<file path="src/rtl/ext_bus_bridge_q.sv">
// Host-to-SoC bridge: asynchronous host register bus feeding a command FIFO,
// a ready/valid SoC master FSM with response timeout, and a response FIFO.
module ext_bus_bridge_q #(
    parameter int          CS_WIDTH     = 2,
    parameter int          CMD_DEPTH    = 4,
    parameter int          RSP_DEPTH    = 4,
    parameter int          TIMEOUT_CYC  = 1024,
    parameter logic [15:0] SANITY_VALUE = 16'h5AFE
) (
    input  logic                clk_i,
    input  logic                reset_i,
    input  logic [CS_WIDTH-1:0] cs_i,
    input  logic [4:0]          addr_i,
    input  logic                read_i,
    input  logic                write_i,
    input  logic [15:0]         host_data_i,
    output logic [15:0]         host_data_o,
    output logic                host_data_oe_o,
    output logic                cpu_rst_o,
    output logic                soc_rst_o,
    output logic                bus_master_o,
    output logic                tran_valid_o,
    input  logic                tran_ready_i,
    output logic [31:0]         tran_addr_o,
    output logic [31:0]         tran_data_o,
    output logic                tran_we_o,
    output logic [1:0]          tran_size_o,
    input  logic                rsp_valid_i,
    input  logic [31:0]         rsp_data_i,
    input  logic                rsp_err_i,
    output logic                irq_o
);

    localparam int CPW = $clog2(CMD_DEPTH);
    localparam int CCW = CPW + 1;
    localparam int RPW = $clog2(RSP_DEPTH);
    localparam int RCW = RPW + 1;
    localparam int TW  = $clog2(TIMEOUT_CYC);

    localparam logic [1:0] ST_IDLE = 2'd0;
    localparam logic [1:0] ST_REQ  = 2'd1;
    localparam logic [1:0] ST_WAIT = 2'd2;

    localparam logic [3:0] IDX_SANITY   = 4'd0;
    localparam logic [3:0] IDX_ADDR_LO  = 4'd1;
    localparam logic [3:0] IDX_ADDR_HI  = 4'd2;
    localparam logic [3:0] IDX_WDATA_LO = 4'd3;
    localparam logic [3:0] IDX_WDATA_HI = 4'd4;
    localparam logic [3:0] IDX_CONTROL  = 4'd5;
    localparam logic [3:0] IDX_RDATA_LO = 4'd6;
    localparam logic [3:0] IDX_RDATA_HI = 4'd7;
    localparam logic [3:0] IDX_STATUS   = 4'd8;

    logic [2:0]  cs_sync;
    logic        access, host_rd, host_wr;
    logic [3:0]  reg_idx;
    logic        unused_addr_bit;

    logic [15:0] addr_lo, addr_hi, wdata_lo, wdata_hi;
    logic        ctrl_we, ctrl_irq_en;
    logic [1:0]  ctrl_size;
    logic        ovf, timeout;

    logic [1:0]    state;
    logic          discard;
    logic [TW-1:0] timer;

    logic [66:0]    cmd_mem [CMD_DEPTH];
    logic [CPW-1:0] cmd_wptr, cmd_rptr;
    logic [CCW-1:0] cmd_count;
    logic [66:0]    cmd_entry, cmd_head;

    logic [32:0]    rsp_mem [RSP_DEPTH];
    logic [RPW-1:0] rsp_wptr, rsp_rptr;
    logic [RCW-1:0] rsp_count;
    logic [32:0]    rsp_entry, rsp_head;

    logic        wr_ctrl, push_req, clr, cmd_full, cmd_push, ovf_set;
    logic        fsm_start, tmo_hit, fsm_done, rsp_push, rsp_wr, rsp_pop;
    logic        rsp_nonempty, head_err, busy;
    logic [15:0] control_rd, status_rd, rd_mux;

    assign host_data_oe_o  = ~read_i;
    assign reg_idx         = addr_i[4:1];
    assign unused_addr_bit = addr_i[0];

    // Chip-select synchroniser; one access pulse per rising edge of the combined select
    always_ff @(posedge clk_i or negedge reset_i) begin
        if (!reset_i) cs_sync <= 3'b000;
        else          cs_sync <= {cs_sync[1:0], &cs_i};
    end

    assign access  = cs_sync[1] & ~cs_sync[2];
    assign host_rd = access & ~read_i;
    assign host_wr = access & ~write_i;

    assign wr_ctrl      = host_wr && (reg_idx == IDX_CONTROL);
    assign push_req     = wr_ctrl && host_data_i[3];
    assign clr          = wr_ctrl && host_data_i[5];
    assign busy         = (state != ST_IDLE);
    assign rsp_nonempty = (rsp_count != '0);
    assign cmd_head     = cmd_mem[cmd_rptr];
    assign rsp_head     = rsp_mem[rsp_rptr];
    assign head_err     = rsp_nonempty & rsp_head[32];
    assign rsp_pop      = host_rd && (reg_idx == IDX_RDATA_HI) && rsp_nonempty;
    assign cmd_full     = (cmd_count == CCW'(CMD_DEPTH));

    // Nothing is in flight while idle, so the response-credit check reduces to rsp_count
    assign fsm_start = (state == ST_IDLE) && (cmd_count != '0) &&
                       (rsp_count < RCW'(RSP_DEPTH)) && !clr;
    assign cmd_push  = push_req && (!cmd_full || fsm_start);
    assign ovf_set   = push_req && cmd_full && !fsm_start;
    assign cmd_entry = {addr_hi, addr_lo, wdata_hi, wdata_lo, host_data_i[4], host_data_i[8:7]};

    assign tmo_hit   = (timer == TW'(TIMEOUT_CYC - 1));
    assign fsm_done  = (state == ST_WAIT) && (rsp_valid_i || tmo_hit);
    assign rsp_push  = fsm_done && !discard;
    assign rsp_wr    = rsp_push && ((rsp_count != RCW'(RSP_DEPTH)) || rsp_pop);
    assign rsp_entry = rsp_valid_i ? {rsp_err_i, (tran_we_o ? 32'h0 : rsp_data_i)}
                                   : {1'b1, 32'hDEADBEEF};

    assign control_rd = {6'b0, ctrl_irq_en, ctrl_size, rsp_nonempty, 1'b0, ctrl_we,
                         1'b0, bus_master_o, soc_rst_o, cpu_rst_o};
    assign status_rd  = {4'b0, busy, timeout, ovf, head_err, 4'(rsp_count), 4'(cmd_count)};

    always_comb begin
        rd_mux = 16'h0;
        case (reg_idx)
            IDX_SANITY:   rd_mux = SANITY_VALUE;
            IDX_ADDR_LO:  rd_mux = addr_lo;
            IDX_ADDR_HI:  rd_mux = addr_hi;
            IDX_WDATA_LO: rd_mux = wdata_lo;
            IDX_WDATA_HI: rd_mux = wdata_hi;
            IDX_CONTROL:  rd_mux = control_rd;
            IDX_RDATA_LO: rd_mux = rsp_nonempty ? rsp_head[15:0]  : 16'h0;
            IDX_RDATA_HI: rd_mux = rsp_nonempty ? rsp_head[31:16] : 16'h0;
            IDX_STATUS:   rd_mux = status_rd;
            default:      rd_mux = 16'h0;
        endcase
    end

    // Read captures the pre-write value when both strobes are low on the same access
    always_ff @(posedge clk_i or negedge reset_i) begin
        if (!reset_i) begin
            host_data_o  <= 16'h0;
            addr_lo      <= 16'h0;
            addr_hi      <= 16'h0;
            wdata_lo     <= 16'h0;
            wdata_hi     <= 16'h0;
            cpu_rst_o    <= 1'b0;
            soc_rst_o    <= 1'b0;
            bus_master_o <= 1'b0;
            ctrl_we      <= 1'b0;
            ctrl_size    <= 2'b00;
            ctrl_irq_en  <= 1'b0;
        end else begin
            if (host_rd) host_data_o <= rd_mux;
            if (host_wr) begin
                case (reg_idx)
                    IDX_ADDR_LO:  addr_lo  <= host_data_i;
                    IDX_ADDR_HI:  addr_hi  <= host_data_i;
                    IDX_WDATA_LO: wdata_lo <= host_data_i;
                    IDX_WDATA_HI: wdata_hi <= host_data_i;
                    IDX_CONTROL: begin
                        cpu_rst_o    <= host_data_i[0];
                        soc_rst_o    <= host_data_i[1];
                        bus_master_o <= host_data_i[2];
                        ctrl_we      <= host_data_i[4];
                        ctrl_size    <= host_data_i[8:7];
                        ctrl_irq_en  <= host_data_i[9];
                    end
                    default: ;
                endcase
            end
        end
    end

    always_ff @(posedge clk_i or negedge reset_i) begin
        if (!reset_i) begin
            cmd_wptr  <= '0;
            cmd_rptr  <= '0;
            cmd_count <= '0;
            for (int i = 0; i < CMD_DEPTH; i++) cmd_mem[i] <= '0;
        end else if (clr) begin
            cmd_wptr  <= '0;
            cmd_rptr  <= '0;
            cmd_count <= '0;
        end else begin
            if (cmd_push) begin
                cmd_mem[cmd_wptr] <= cmd_entry;
                cmd_wptr          <= cmd_wptr + CPW'(1);
            end
            if (fsm_start) cmd_rptr <= cmd_rptr + CPW'(1);
            case ({cmd_push, fsm_start})
                2'b10:   cmd_count <= cmd_count + CCW'(1);
                2'b01:   cmd_count <= cmd_count - CCW'(1);
                default: ;
            endcase
        end
    end

    always_ff @(posedge clk_i or negedge reset_i) begin
        if (!reset_i) begin
            rsp_wptr  <= '0;
            rsp_rptr  <= '0;
            rsp_count <= '0;
            for (int i = 0; i < RSP_DEPTH; i++) rsp_mem[i] <= '0;
        end else if (clr) begin
            rsp_wptr  <= '0;
            rsp_rptr  <= '0;
            rsp_count <= '0;
        end else begin
            if (rsp_wr) begin
                rsp_mem[rsp_wptr] <= rsp_entry;
                rsp_wptr          <= rsp_wptr + RPW'(1);
            end
            if (rsp_pop) rsp_rptr <= rsp_rptr + RPW'(1);
            case ({rsp_wr, rsp_pop})
                2'b10:   rsp_count <= rsp_count + RCW'(1);
                2'b01:   rsp_count <= rsp_count - RCW'(1);
                default: ;
            endcase
        end
    end

    // A flushed transaction keeps its handshake but never reaches the response FIFO
    always_ff @(posedge clk_i or negedge reset_i) begin
        if (!reset_i) begin
            state        <= ST_IDLE;
            discard      <= 1'b0;
            timer        <= '0;
            tran_valid_o <= 1'b0;
            tran_addr_o  <= 32'h0;
            tran_data_o  <= 32'h0;
            tran_we_o    <= 1'b0;
            tran_size_o  <= 2'b00;
        end else begin
            if (fsm_done)                     discard <= 1'b0;
            else if (clr && state != ST_IDLE) discard <= 1'b1;
            case (state)
                ST_IDLE: begin
                    if (fsm_start) begin
                        tran_addr_o  <= cmd_head[66:35];
                        tran_data_o  <= cmd_head[34:3];
                        tran_we_o    <= cmd_head[2];
                        tran_size_o  <= cmd_head[1:0];
                        tran_valid_o <= 1'b1;
                        state        <= ST_REQ;
                    end
                end
                ST_REQ: begin
                    if (tran_ready_i) begin
                        tran_valid_o <= 1'b0;
                        timer        <= '0;
                        state        <= ST_WAIT;
                    end
                end
                ST_WAIT: begin
                    timer <= timer + TW'(1);
                    if (fsm_done) state <= ST_IDLE;
                end
                default: state <= ST_IDLE;
            endcase
        end
    end

    always_ff @(posedge clk_i or negedge reset_i) begin
        if (!reset_i) begin
            ovf     <= 1'b0;
            timeout <= 1'b0;
            irq_o   <= 1'b0;
        end else begin
            if (clr) begin
                ovf     <= 1'b0;
                timeout <= 1'b0;
            end else begin
                if (ovf_set) ovf <= 1'b1;
                if (state == ST_WAIT && tmo_hit && !rsp_valid_i && !discard) timeout <= 1'b1;
            end
            irq_o <= ctrl_irq_en & (rsp_nonempty | ovf | timeout);
        end
    end

endmodule

</file>
<file path="config.mk">
export PLATFORM = sky130hd
export DESIGN_NAME = ext_bus_bridge_q
export DESIGN_NICKNAME = d
export VERILOG_FILES = /design/src/rtl/ext_bus_bridge_q.sv
export SDC_FILE = /design/constraint.sdc
export NUM_CORES = 1
export LEC_CHECK = 0
export CELL_PAD_IN_SITES_DETAIL_PLACEMENT = 1
export CELL_PAD_IN_SITES_GLOBAL_PLACEMENT = 1
export CORE_ASPECT_RATIO = 0.8
export CORE_MARGIN = 2
export CORE_UTILIZATION = 45
export DETAILED_ROUTE_END_ITERATION = 10
export PLACE_DENSITY_LB_ADDON = 0.15
export SKIP_LAST_GASP = 1
export SLEW_MARGIN = 40
export SYNTH_ARGS = -nofsm -noshare
export SYNTH_HDL_FRONTEND = slang
export SYNTH_SLANG_ARGS = --single-unit
</file>
<file path="constraint.sdc">
create_clock -name clk_i -period 2.6 [get_ports clk_i]
set_input_delay 0.52 -clock clk_i [delete_from_list [all_inputs] [get_ports clk_i]]
set_output_delay 0.52 -clock clk_i [all_outputs]
set_load 0.05 [all_outputs]
</file>
Yosys cells after proc, flatten, opt, wreduce, memory -nomap -nowiden
Cells that the tools add are included.
W data, S select, Z words.
- register bits after elaboration: 588
- input bits: 62
- output and inout port bits: 89
- word-level logic and storage cells: 188
- $add $sub $neg: 9
- order comparisons: 7
- equal/unequal tests: 20
- muxes and demuxes: 44
- bitwise operators: 15
- reductions and logical operators: 56
- operators with widths (cell ; number):
    $bwmux W268 ; 1
    $mux W67 ; 3
    $pmux W16 S9 ; 1
    $bmux W67 S2 ; 1
    $demux W67 S2 ; 1
    $bwmux W132 ; 1
    $mux W33 ; 4
    $bmux W33 S2 ; 1
    $demux W33 S2 ; 1
    $mux W16 ; 2
    $mux W32 ; 1
    $mux W2 ; 11
    $logic_and A1 B1 Y1 ; 20
    $pmux W10 S2 ; 1
    $reduce_and A2 Y1 ; 10
    $reduce_bool A2 Y1 ; 10
    $eq A4 B3 Y1 const B ; 4
    $ge A3 B3 Y1 const B ; 4
    $not A2 Y3 ; 4
    $pmux W3 S2 ; 2
    $reduce_bool A3 Y1 ; 4
    $add A10 B1 Y10 const B ; 1
    $eq A10 B10 Y1 const B ; 1
    $mux W10 ; 1
    25 further kinds ; 61

Depth between registers and ports, before layout
Gate-level depths: netlist (run 1).
- depth after elaboration: 12
- gate-level depth with buffers: 11
- gate-level depth less buffers: 9

Worst setup path after synthesis (run 1)
OpenSTA, ideal clock, no wires.
- path type: input -> register
- start: input port addr_i[1]
- end: register rsp_count[2]
- setup time: 0.086 ns
- data arrival time: 2.813 ns
- required time: 2.514 ns
- setup slack: -0.299 ns
- stages on the path: 11
- path buffers: 3
- path through: buf_2 and4b_1 buf_6 and3_1 clkbuf_1 o21ai_1 fa_1 a31o_2 or4_1 and3_1 nor3_1
- cells in the longest elaborated chain, start to end: 8
- elaborated cells between the ends (all ways): 13
- those cells by class: eq/ne (4); mux (2); reduce/logical (7)
- ends and longest elaborated chain (what ; RTL line ; RTL):
    from (decl) ; 13 ; input logic [4:0] addr_i,
    $eq A4 B3 Y1 ; 105 ; assign rsp_pop = host_rd && (reg_idx == IDX_RDATA_HI) && rsp_nonempty;
    $logic_and A1 B1 Y1 (2 in a row) ; 105 ;
    $logic_or A1 B1 Y1 ; 118 ; assign rsp_wr = rsp_push && ((rsp_count != RCW'(RSP_DEPTH)) || rsp_pop);
    $logic_and A1 B1 Y1 ; 118 ;
    $eq A2 B1 Y1 or $eq A2 B2 Y1 (tied branches) ; 218 ; case ({rsp_wr, rsp_pop})
    $pmux W3 S2 ; 218 ;
    $mux W3 ; 208 ; end else if (clr) begin
    to (signal assigned) ; 219 ; 2'b10: rsp_count <= rsp_count + RCW'(1);
    to (signal assigned) ; 220 ; 2'b01: rsp_count <= rsp_count - RCW'(1);
    to (decl) ; 75 ; logic [RCW-1:0] rsp_count;
Several ways; a longest one is shown, not always the timed one.
A chain may end at the register's enable or synchronous reset.

Final worst setup path (run 1)
- start: register cpu_rst_o
- end: output port cpu_rst_o
- RTL lines (what ; RTL line ; RTL):
    from (decl) ; 19 ; output logic cpu_rst_o,
    from (signal assigned) ; 165 ; cpu_rst_o <= host_data_i[0];
No word-level cell between the ends.

==> flow_summary.json, run 1 <==
{
  "synth_xor_area_share_pct": 0.230,
  "clk-insertion-delay-late_ns": 0.62,
  "finalMaxSlewViolations": 0,
  "cp_max_fo": 3,
  "hold_path_class": "reg2reg",
  "synth_top_area_share_pct": 55.2,
  "fin_skew_ns": 0.0214,
  "worstReg2RegStart": "timer[1]$_DFFE_PN0P_",
  "muxShareOfSynthArea_pct": 30.4,
  "drt_iter0_drc": 1040,
  "reg2reg_depth": 8,
  "wire_per_inst_um": 25.3,
  "multiInputGateArea_sq_mm": 0.0111,
  "synth_edf_count": 0,
  "worstHoldEndpoint": "cs_sync[1]$_DFF_PN0_",
  "ys_seq_area_share_pct": 55.2,
  "ant_nets": 0,
  "crit_family": "buffers and inverters",
  "die_y_um": 222,
  "gp_congestion": 0.907,
  "cp_data_required_time_ns": 2.08,
  "cts_root_buf": "clkbuf_16",
  "layout.nets": 2178,
  "synth_fa_ha_area_share_pct": 0.572,
  "cts_tree": "built",
  "hold-path-cell-count": 0,
  "grt.total_usage_pct": 24.7,
  "dp_cells": 2811,
  "dieWidth_um": 276,
  "fin_crit_ns": 2.50,
  "nFillCells": 5560,
  "grt-ovfl-total": 0,
  "vias": 16521,
  "dp_slack_ns": -0.439,
  "start_util_pct": 45.7,
  "r2r_setup_slack_ns": 0.12,
  "maxSlewHeadroom_pct": 46.5,
  "worstMarginPinSlew_ns": 0.795,
  "path_class": "reg2out",
  "clkSlewWorstSetupHoldPaths_ns": 0.06,
  "yosysTopAreaCell": "dfrtp_1",
  "end_kind": "output pin",
  "total_power_mw": 25.4,
  "path_buf_inv": 1,
  "antenna_found_initial": 2,
  "drt_wl_total_mm": 74.0,
  "slowest_stage": "clkdlybuf4s50_1",
  "seq_area_sq_mm": 0.0147,
  "syn2layout_area_growth_pct": 20.4,
  "hold_slack_ns": 0.351,
  "synthTopCellsByArea": "dfrtp_1 55%, mux2_2 9.9%, mux4_2 8.4%",
  "max_stage_delay_ns": 0.86,
  "core-area_sq_mm": 0.0584,
  "num_rows": 79,
  "async_flop_share_pct": 100,
  "ir_drop_mv": 0.844,
  "dp_hpwl_mm": 51.2,
  "synth_ff_type": "dfrtp_1",
  "drcViolationCount": 0,
  "p_per_area_mw_per_mm2": 790,
  "crit_arrival_ns": 1.98,
  "portBuffers": 149,
  "cap_violations": 0,
  "firstDrtPassIters": 7,
  "synth_top_family_by_area": "multiplexers",
  "grt_pass1_wl_mm": 116,
  "ys_warn_count": 0,
  "dieArea_sq_mm": 0.0612,
  "p_leak_nw": 15.4,
  "final_util_pct": 55.0,
  "grt_max_degree": 96,
  "cts_max_level": 2,
  "period_share_pct": 96.0,
  "final_cells": 2922,
  "r2r-end": "rsp_mem[67]$_DFFE_PN0P_",
  "max_freq_mhz": 401,
  "drive_above_1_share_pct": 34.2,
  "setup_ws_ns": 0.105,
  "rsz0062_at_grt": "false",
  "synth-simple-area-share_pct": 5.86,
  "syn-num-nets": 1943,
  "numCtsBuffers": 59,
  "setup_viol": 0,
  "ys_types": 74,
  "worstHoldStart": "cs_sync[0]$_DFF_PN0_",
  "postSynthAreaPerCell_sq_um": 14.3,
  "ioPinCount": 151,
  "worstSetupStartpointType": "register",
  "finalHoldViolCount": 0,
  "grt_pass1_vias": 18436,
  "syn-cell-area_sq_mm": 0.0267,
  "synth-compound-area-share_pct": 4.25,
  "vias_per_cell": 5.65,
  "status": "finished clean",
  "synthCells": 1870,
  "cts.sinks": 588,
  "cts_max_path_buffers": 3,
  "crit_chain": "clkdlybuf4s50_1",
  "ys_ff_latch": 588
}
## metal layers
| layer | track usage (%) | vias to the layer above | routed length (um) |
|---|---|---|---|
| met5 | 0 | - | 0 |
| met4 | 6.79 | 0 | 1830 |
| met3 | 3.14 | 100 | 2730 |
| met2 | 39.0 | 306 | 34300 |
| met1 | 36.0 | 8938 | 35100 |
| li1 | - | 7177 | - |
## cells in the final DEF (no fill, tap or decap), drive strengths merged, types with 8 or more instances in the layout
cell           Yosys  final
a21oi             25     25
a221oi            12     12
a22o               8      8
a22oi             16     16
and2               9      9
and3               9      9
buf               55    148
clkbuf            66     86
clkdlybuf4s50      0    146
clkinv             1     13
dfrtp            588    588
ha                 9      9
inv               44     44
mux2             474    474
mux2i              8      8
mux4             100    100
nand2            230    230
nand3             11     11
nor2              47     47
nor3               8      8
o21ai             61     61
## timing repair
| item | 4_1_cts | 5_1_grt |
|---|---|---|
| setup endpoints to repair | 16 | 133 |
| hold buffers | 1 | 0 |
| resized for setup | 1 | 8 |
| endpoints found under the hold margin | 34 | 0 |
| setup buffers | 0 | 1 |
| pin swaps | 1 | 1 |
## per-stage QoR
step           instance area, sq um  TNS (ns)
2_1_floorplan                 26700   -0.0787
3_3_place_gp                  30100   -132.89
3_5_place_dp                  30100   -146.11
4_1_cts                       32100         0
5_1_grt                       32100         0
6_report                      32100         0
## worst max path at each step
stage / startpoint / end / cells after the start
detailed placement: addr_i[4] / rsp_count[2]$_DFFE_PN0P_ / 9
global route: timer[1]$_DFFE_PN0P_ / rsp_mem[67]$_DFFE_PN0P_ / 8
finish: cpu_rst_o$_DFFE_PN0N_ / cpu_rst_o / 1
CTS: timer[0]$_DFFE_PN0P_ / rsp_mem[67]$_DFFE_PN0P_ / 8
floorplan: addr_i[1] / rsp_count[2]$_DFFE_PN0P_ / 11
global placement: read_i / rsp_count[2]$_DFFE_PN0P_ / 9
## cell families after synthesis
kind of cell	Yosys count
flip-flops	588
AO/OA/AOI/OAI	168
XOR/XNOR	7
adder cells (fa/ha/maj)	11
buffers and inverters	166
AND/OR/NAND/NOR	348
multiplexers	582
## Yosys cell counts (9+ instances only)
library cell  number
nand3_1           11
a22oi_1           16
buf_6             33
and3_1             9
dfrtp_1          588
nand2_1          229
ha_1               9
a21oi_1           25
mux2_1           120
and2_1             9
mux4_2           100
o21ai_0           60
buf_4             12
inv_1             44
mux2_4           120
a221oi_1          12
clkbuf_1          65
mux2_2           234
nor2_1            43
## power breakdown
group	switching (mW)	total [mW]	internal [mW]
Sequential	0.929	11.0	10.1
Clock	3.63	8.80	5.16
Combinational	2.88	5.54	2.66
Total	7.44	25.4	17.9
## flip-flops by register name, summed over array words and instances (netlist names), 2 cells and up
signal       cells
timer           10
wdata_hi        16
addr_hi         16
rsp_count        3
tran_size_o      2
cmd_mem        268
ctrl_size        2
cmd_rptr         2
cmd_wptr         2
cs_sync          3
rsp_rptr         2
rsp_mem        132
wdata_lo        16
state            2
tran_addr_o     32
tran_data_o     32
cmd_count        3
rsp_wptr         2
host_data_o     16
addr_lo         16
## layout make-up
type	instances	area share (%)
tap	769	3.00
antenna	1	0.00780
timing repair buffer	295	9.74
clock inverter	22	0.854
multi-input combinational	1116	34.7
clock buffer	86	5.36
sequential	588	45.9
inverter	45	0.526
No activity file was read; power rests on OpenSTA's default activity.
==> inputs of run 2 (changes only) <==
--- a/config.mk
+++ b/config.mk
@@ -9,7 +9,7 @@
 export CELL_PAD_IN_SITES_GLOBAL_PLACEMENT = 1
 export CORE_ASPECT_RATIO = 0.8
 export CORE_MARGIN = 2
-export CORE_UTILIZATION = 45
+export CORE_UTILIZATION = 50
 export DETAILED_ROUTE_END_ITERATION = 10
 export PLACE_DENSITY_LB_ADDON = 0.15
 export SKIP_LAST_GASP = 1
==> constraint.sdc (replaced) <==
create_clock -name clk_i -period 2.4 [get_ports clk_i]
set_input_delay 0.48 -clock clk_i [delete_from_list [all_inputs] [get_ports clk_i]]
set_output_delay 0.48 -clock clk_i [all_outputs]
set_load 0.05 [all_outputs]
==> flow_summary.json, run 2 (synthesis gave the netlist of run 1 again) <==
{
  "met3_usage_pct": 4.39,
  "ioPinCount": 151,
  "r2r_setup_slack_ns": -0.05,
  "num_rows": 75,
  "grt_busiest_layer": "met2",
  "drive_above_1_share_pct": 41.3,
  "crit_arrival_ns": 2.96,
  "grt-ovfl-total": 0,
  "use_met1_pct": 41.0,
  "maxSlewHeadroom_pct": 47.1,
  "ant_nets": 0,
  "reg2reg_depth": 7,
  "worstReg2RegStart": "state[0]$_DFFE_PN0P_",
  "grt_max_degree": 79,
  "path_buf_inv": 2,
  "timing.critical_path.from": "state[0]$_DFFE_PN0P_",
  "grt_pass1_vias": 18958,
  "violations": "setup timing",
  "dp_hpwl_mm": 51.3,
  "end_kind": "register",
  "wire_per_inst_um": 27.5,
  "cts.sinks": 588,
  "setup_ws_ns": -0.0536,
  "layout.nets": 2226,
  "setup_viol": 129,
  "cp_max_fo": 8,
  "p_per_area_mw_per_mm2": 825,
  "crit_family": "simple AND/OR/NAND/NOR gates",
  "finalHoldViolCount": 0,
  "antenna_found_initial": 1,
  "drt_iter0_drc": 1148,
  "fin_setup_tns_ns": -2.09,
  "p_leak_nw": 15.7,
  "grt.total_usage_pct": 28.2,
  "final_common_cell": "dfrtp_1",
  "cts_max_level": 2,
  "firstDrtPassIters": 5,
  "hold_path_class": "reg2reg",
  "r2r-end": "cmd_mem[22]$_DFFE_PN0P_",
  "finalMaxSlewViolations": 0,
  "top_register": "cmd_mem",
  "cp_data_required_time_ns": 2.91,
  "cap_violations": 0,
  "period_share_pct": 102,
  "worstMarginPinSlew_ns": 0.792,
  "use_met2_pct": 44.4,
  "cts_tree": "built",
  "most-common-layout-cells": "582 x dfrtp_1, 260 x mux2_4, 228 x nand2_1, 211 x mux2_2, 144 x clkdlybuf4s50_1",
  "max_freq_mhz": 408,
  "clkSlewWorstSetupHoldPaths_ns": 0.06,
  "largest_register_ffs": 268,
  "worstSetupStartpointType": "register",
  "syn2layout_area_growth_pct": 24.5,
  "vias": 17219,
  "cp.depth": 7,
  "status": "finished, violations left",
  "fin_crit_ns": 2.45,
  "core-area_sq_mm": 0.0526,
  "fin_skew_ns": 0.0251,
  "cp-endpoint": "cmd_mem[22]$_DFFE_PN0P_",
  "top_regs": "cmd_mem (268), rsp_mem (132)",
  "gp_congestion": 0.875,
  "portBuffers": 149,
  "numCtsBuffers": 58,
  "num_antenna_cells": 0,
  "drt_wl_total_mm": 79.3,
  "path_class": "reg2reg",
  "nFillCells": 4878,
  "ir_drop_mv": 0.508,
  "dieArea_sq_mm": 0.0552,
  "die_y_um": 211,
  "drcViolationCount": 0,
  "max_stage_delay_ns": 0.61,
  "slowest_stage": "or4b_4",
  "vias_per_cell": 5.96,
  "dieWidth_um": 262,
  "hold_slack_ns": 0.351,
  "clk-insertion-delay-late_ns": 0.62,
  "cts_max_path_buffers": 3,
  "start_util_pct": 50.8,
  "grt_pass1_wl_mm": 119,
  "rsz0062_at_grt": "true",
  "crit_chain": "nor3_4, nor2_2, or4b_4, nor2_4, buf_12, clkbuf_16, mux2_2",
  "cts_root_buf": "clkbuf_16"
}
## run 2: power by group
part	total (mW)	switching, mW	internal (mW)
combinational	6.44	3.31	3.13
clock	9.03	3.90	5.13
sequential	11.9	0.970	11.0
total	27.4	8.18	19.2
## run 2: layer usage
metal / vias to the layer above / wire length, um
met5: - / 0
met4: 0 / 2030
met3: 113 / 4250
met2: 482 / 37100
met1: 9353 / 35900
li1: 7271 / -
## run 2: area by class of cell
cell class                 count  area (sq um)  share of cell area [%]
inverter                      45           169                   0.509
tap                          693           867                    2.61
clock buffer                  87          1720                    5.18
sequential                   588         14700                    44.3
clock inverter                15           140                   0.422
timing repair buffer         344          3890                    11.7
multi-input combinational   1116         11700                    35.2
## run 2: timing repair
action,4_1_cts,5_1_grt
buffers inserted,5,5
resized for setup,17,44
endpoints found under the hold margin,36,0
gates cloned,1,18
hold buffers,1,0
pin swaps,5,6
setup endpoints to repair,284,260
## run 2: how the worst min path moves through the flow
stage                          from                endpoint  slack [ns]  depth (start not counted)
2_1_floorplan               reset_i  addr_hi[0]$_DFFE_PN0P_        0.18                          0
3_3_place_gp   cs_sync[0]$_DFF_PN0_    cs_sync[1]$_DFF_PN0_        0.33                          0
3_5_place_dp   cs_sync[0]$_DFF_PN0_    cs_sync[1]$_DFF_PN0_        0.34                          0
4_1_cts        cs_sync[0]$_DFF_PN0_    cs_sync[1]$_DFF_PN0_        0.35                          0
5_1_grt        cs_sync[0]$_DFF_PN0_    cs_sync[1]$_DFF_PN0_        0.38                          0
6_report       cs_sync[0]$_DFF_PN0_    cs_sync[1]$_DFF_PN0_        0.35                          0
## run 2: metrics by stage
step / std cells / util [%] / area, sq um / power, mW / setup WS [ns]
floorplan: 1870 / - / 27200 / 15.7 / -0.207
global placement: 2757 / 58.3 / 30600 / 18.0 / -0.574
detailed placement: 2757 / 58.3 / 30600 / 18.3 / -0.616
CTS: 2866 / 62.1 / 32600 / 27.5 / -0.0234
global route: 2888 / 63.2 / 33200 / 28.4 / -0.0999
finish: 2888 / 63.2 / 33200 / 27.4 / -0.0536
